--- config.mk ---
export PLATFORM = sky130hd
export DESIGN_NAME = pmp_region_encoder
export DESIGN_NICKNAME = d
export VERILOG_FILES = /design/src/rtl/pmp_region_encoder.sv
export SDC_FILE = /design/constraint.sdc
export NUM_CORES = 1
export LEC_CHECK = 0
export CORE_MARGIN = 5
export CORE_UTILIZATION = 32
export DETAILED_ROUTE_END_ITERATION = 16
export HOLD_SLACK_MARGIN = 0.1
export PLACE_DENSITY = 0.56
export SKIP_CTS_REPAIR_TIMING = 1
export SYNTH_ARGS = -nofsm -noshare
export SYNTH_HDL_FRONTEND = slang
export SYNTH_SLANG_ARGS = --single-unit
--- constraint.sdc ---
create_clock -name clk -period 5 [get_ports clk]
set_input_delay 0.75 -clock clk [delete_from_list [all_inputs] [get_ports clk]]
set_output_delay 0.75 -clock clk [all_outputs]
set_load 0.02 [all_outputs]
--- src/rtl/pmp_region_encoder.sv ---
// pmp_region_encoder - turns a {base, log2 size, perms, lock} request into one NA4/NAPOT PMP entry,
// writes it to the CSR file and reads it back to catch WARL/granularity clamping.
module pmp_region_encoder #(
  parameter int PA_BITS     = 56,
  parameter int PMP_ENTRIES = 16,
  localparam int EW         = $clog2(PMP_ENTRIES)
) (
  input  logic                   clk,
  input  logic                   reset,
  input  logic                   ReqValid,
  output logic                   ReqReady,
  input  logic [EW-1:0]          ReqEntry,
  input  logic [PA_BITS-1:0]     ReqBase,
  input  logic [5:0]             ReqLog2Size,
  input  logic [2:0]             ReqPerm,
  input  logic                   ReqLock,
  input  logic [PMP_ENTRIES-1:0] PMPLocked,
  input  logic [PMP_ENTRIES-1:0] PMPIsTOR,
  output logic                   PMPWrEn,
  output logic [EW-1:0]          PMPWrEntry,
  output logic [PA_BITS-3:0]     PMPWrAdr,
  output logic [7:0]             PMPWrCfg,
  input  logic [PA_BITS-3:0]     PMPRdAdr,
  input  logic [7:0]             PMPRdCfg,
  output logic                   RspValid,
  input  logic                   RspReady,
  output logic [1:0]             RspError
);

  typedef enum logic [2:0] {
    IDLE, CHECK, WRITE, READBACK, RESP
  } state_t;

  state_t state_q, state_d;

  logic [EW-1:0]      entry_q;
  logic [PA_BITS-1:0] base_q;
  logic [5:0]         k_q;
  logic [2:0]         perm_q;
  logic               lock_q;
  logic [1:0]         err_q, err_d;
  logic [EW-1:0]      wr_entry_q;
  logic [PA_BITS-3:0] wr_adr_q, wr_adr_d;
  logic [7:0]         wr_cfg_q, wr_cfg_d;

  logic [PA_BITS-1:0] low_mask;
  logic [PA_BITS-3:0] napot_mask;
  logic               size_err, lock_err, next_tor_lock;
  logic [EW-1:0]      entry_nxt;
  logic [1:0]         a_field;

  // Region decode from the latched request; only consumed while in CHECK.
  always_comb begin
    low_mask   = '0;
    napot_mask = '0;
    for (int i = 0; i < PA_BITS; i++) begin
      low_mask[i] = (i < int'(k_q));
    end
    for (int i = 0; i < PA_BITS - 2; i++) begin
      napot_mask[i] = ((i + 3) < int'(k_q));
    end
    size_err = (int'(k_q) < 2) || (int'(k_q) > PA_BITS) || (|(base_q & low_mask));

    entry_nxt     = entry_q + EW'(1);
    next_tor_lock = (int'(entry_q) < PMP_ENTRIES - 1) && PMPLocked[entry_nxt] && PMPIsTOR[entry_nxt];
    lock_err      = PMPLocked[entry_q] || next_tor_lock;

    a_field  = (k_q == 6'd2) ? 2'b10 : 2'b11;
    wr_adr_d = (k_q == 6'd2) ? base_q[PA_BITS-1:2] : (base_q[PA_BITS-1:2] | napot_mask);
    wr_cfg_d = {lock_q, 2'b00, a_field, perm_q};

    err_d = size_err ? 2'b01 : (lock_err ? 2'b10 : 2'b00);
  end

  always_comb begin
    state_d = state_q;
    case (state_q)
      IDLE:     if (ReqValid) state_d = CHECK;
      CHECK:    state_d = (err_d != 2'b00) ? RESP : WRITE;
      WRITE:    state_d = READBACK;
      READBACK: state_d = RESP;
      RESP:     if (RspReady) state_d = IDLE;
      default:  state_d = IDLE;
    endcase
  end

  always_ff @(posedge clk or posedge reset) begin
    if (reset) begin
      state_q    <= IDLE;
      entry_q    <= '0;
      base_q     <= '0;
      k_q        <= '0;
      perm_q     <= '0;
      lock_q     <= 1'b0;
      err_q      <= 2'b00;
      wr_entry_q <= '0;
      wr_adr_q   <= '0;
      wr_cfg_q   <= '0;
    end else begin
      state_q <= state_d;
      case (state_q)
        IDLE: if (ReqValid) begin
          entry_q <= ReqEntry;
          base_q  <= ReqBase;
          k_q     <= ReqLog2Size;
          perm_q  <= ReqPerm;
          lock_q  <= ReqLock;
          err_q   <= 2'b00;
        end
        CHECK: begin
          err_q      <= err_d;
          wr_entry_q <= entry_q;
          wr_adr_q   <= wr_adr_d;
          wr_cfg_q   <= wr_cfg_d;
        end
        // The CSR file answers combinationally for the entry still on PMPWrEntry.
        READBACK: if ((PMPRdAdr != wr_adr_q) || (PMPRdCfg != wr_cfg_q)) err_q <= 2'b11;
        default: ;
      endcase
    end
  end

  assign ReqReady   = (state_q == IDLE) && !reset;
  assign PMPWrEn    = (state_q == WRITE);
  assign RspValid   = (state_q == RESP);
  assign RspError   = err_q;
  assign PMPWrEntry = wr_entry_q;
  assign PMPWrAdr   = wr_adr_q;
  assign PMPWrCfg   = wr_cfg_q;

endmodule

==> flow_summary.yaml <==
outcome:
  status: "completed"
sta:
  fin_crit_ps: 3350
  hold_viol: 0
  period_share_pct: 67.0
  worst_pin_slew_ps: 1070
  fin_worst_skew_ps: 7.97
  rsz0062_at_grt: "no"
  setup_tns_ps: 0
  fmax_mhz: 299
  slew-limit-headroom_pct: 28.3
  slew_violations: 0
  setup_viol: 0
clock_tree:
  clock-sinks: 139
  cts_max_path_buffers: 2
  insertion_delay_ps: 420
  clkTransAtPathRegs_ps: 60
  cts_root_buf: "clkbuf_16"
  htree_levels: 4
  cts_made_buffers: 17
  tritoncts: "yes"
drt:
  wl_met3_mm: 2.12
  antenna_left: 0
  top_layer: "met4"
  wl_met2_mm: 13.1
  drcViolationCount: 0
  wl_met1_mm: 11.6
  wl_per_cell_microns: 20.4
  vias_per_cell: 5.22
  drt_first_pass_iters: 6
  drtIter0Drc: 621
  vias: 6987
  routed_wl_mm: 27.3
power_and_ir_drop:
  switching_share_pct: 43.8
  clkPwrFrac_pct: 16.5
  ir_drop_v: 0.000275
  leakagePower_nw: 4.29
  total_power_mw: 6.87
  p_per_area_nw_per_um2: 636
  power.switching_mw: 3.01
  p_int_mw: 3.86
  combPwrFrac_pct: 46.3
  seqPwrFrac_pct: 37.3
floorplanning:
  die_w_microns: 164
  die_y_microns: 164
  start_util_pct: 32.5
  die_area_sq_um: 27100
  ios: 239
  rows: 56
  core_area_sq_um: 23500
synthesis:
  post_synth.cell_area_avg_sq_um: 9.53
  synth_edf_count: 0
  ys_async_sr_fraction_pct: 100
  syn-cell-area_sq_um: 7640
  ys_seq_area_share_pct: 45.6
  synth_ff_type: "dfrtp_1"
  synthCells: 801
  yosys_warnings: 0
  ys_types: 71
  synth_seq_cells: 139
layout:
  layout_common_cells: "clkdlybuf4s50_1 (236), dfrtp_1 (139), nand2_1 (96)"
  final_common_cell: "clkdlybuf4s50_1"
  diodes: 0
  area_growth_pct: 41.5
  utilization_pct: 46.0
  design_area_sq_um: 10800
  drive_gt1_share_pct: 12.1
  nets: 1178
global_route:
  grt_max_degree: 96
  grt_pass1_wl_mm: 40.6
  antenna_found_initial: 0
  overflow: 0
  grt_pass1_vias: 6847
  grt_usage_pct: 19.7
worst_setup_path:
  r2r_setup_slack_ps: 1650
  r2r_cells: 7
  path_class: "flop to flop"
  critical_path.max_fanout: 34
  arrival_ps: 3690
  required_ps: 5340
  rr_endpoint: "state_q[1]"
  crit_path_end_kind: "flop"
  r2r-start: "k_q[2]"
  cp-start-kind: "flop"
hold_path:
  hp-class: "flop to flop"
  worstHoldEndpoint: "PMPWrCfg[2]"
  hold-path-cell-count: 2
  hp-start: "perm_q[2]"
place:
  gp_congestion: 0.955
  hpwl_mm: 21.1
  io_buffers: 236
  placed_cell_area_sq_um: 10300
run:
  drv_cap: 0
## final cells by class
cell class / instances / area, sq um
flip-flops and latches: 139 / 3480
fillers: 2317 / 12700
clock buffers: 23 / 488
inverters: 20 / 80.1
multi-input cells: 585 / 3870
clock inverters: 7 / 42.5
well taps: 319 / 399
repair buffers: 246 / 2450
## synthesized netlist by cell type (7+ instances only)
cell         n  share of area (%)
inv_1       18               0.88
a31oi_1      8               0.66
o22ai_1     13                1.1
nand2_1     96                4.7
mux4_2       7                2.1
dfrtp_1    139                 46
a21oi_1     34                2.2
nand2b_1     9               0.74
o21ai_0     62                4.1
xnor2_1     11                1.3
nand3_1     15               0.98
clkbuf_1    48                2.4
mux2_2      64                9.4
xor2_1      33                3.8
nor4_1      15                1.2
nor2_1      73                3.6
nor3_1      19                1.2
o2111ai_1    8               0.92
nand4_1      8               0.66
nor2b_1     14                1.1
## worst max-delay path by stage
stage           start     endpoint  slack, ps
2_1_floorplan   reset  PMPWrAdr[0]        530
3_3_place_gp   k_q[2]   state_q[1]       1770
3_5_place_dp   k_q[2]   state_q[1]       1740
4_1_cts        k_q[2]   state_q[1]       1720
5_1_grt        k_q[2]   state_q[1]       1510
6_report       k_q[2]   state_q[1]       1650
## per-layer routing
layer  track usage (%)  vias to the layer above
met2              31.7                      318
li1                  -                     3284
met1              27.0                     3353
met4              4.95                        0
met5                 0                        -
met3              4.49                       32
## critical path: stages (launching register included)
cell       delay (ps)
dfrtp_1           770
or4_4             700
and3_1            200
or4_4             480
a2111oi_4         280
o2111ai_1         290
or3_1             440
o21bai_2          110
## power by group through the flow
stage | clock (mW) | sequential (mW) | combinational, mW
2_1_floorplan | 0 | 2.35 | 1.93
3_3_place_gp | 0 | 2.56 | 3.15
3_5_place_dp | 0 | 2.57 | 3.17
4_1_cts | 1.16 | 2.56 | 3.19
5_1_grt | 1.22 | 2.64 | 3.46
6_report | 1.13 | 2.56 | 3.18
## per-stage QoR
step	hold WS [ps]	instances	worst slack (ps)
after floorplan	435	802	525
after global routing	509	1339	1510
after detailed placement	457	1309	1740
after global placement	446	1309	1770
final	468	1339	1650
after CTS	470	1339	1720
## kinds of logic after synthesis
logic type / Yosys count / share of synthesized area [%]
AOI/OAI and AO/OA: 186 / 16.0
xor gates and xnor gates: 44 / 5.05
and+or+nand+nor: 278 / 17.2
other: 1 / 0.0491
adders and majority gates: 1 / 0.164
muxes: 74 / 11.9
DFF: 139 / 45.6
buffers and inverters: 78 / 4.06
## registers in the layout, summed over array words and instances, names as in the netlist, 3 cells and up
register,cells
k_q,6
perm_q,3
state_q,3
PMPWrEntry,4
PMPWrCfg,6
entry_q,4
base_q,56
PMPWrAdr,54
(Power assumes the default switching activity.)
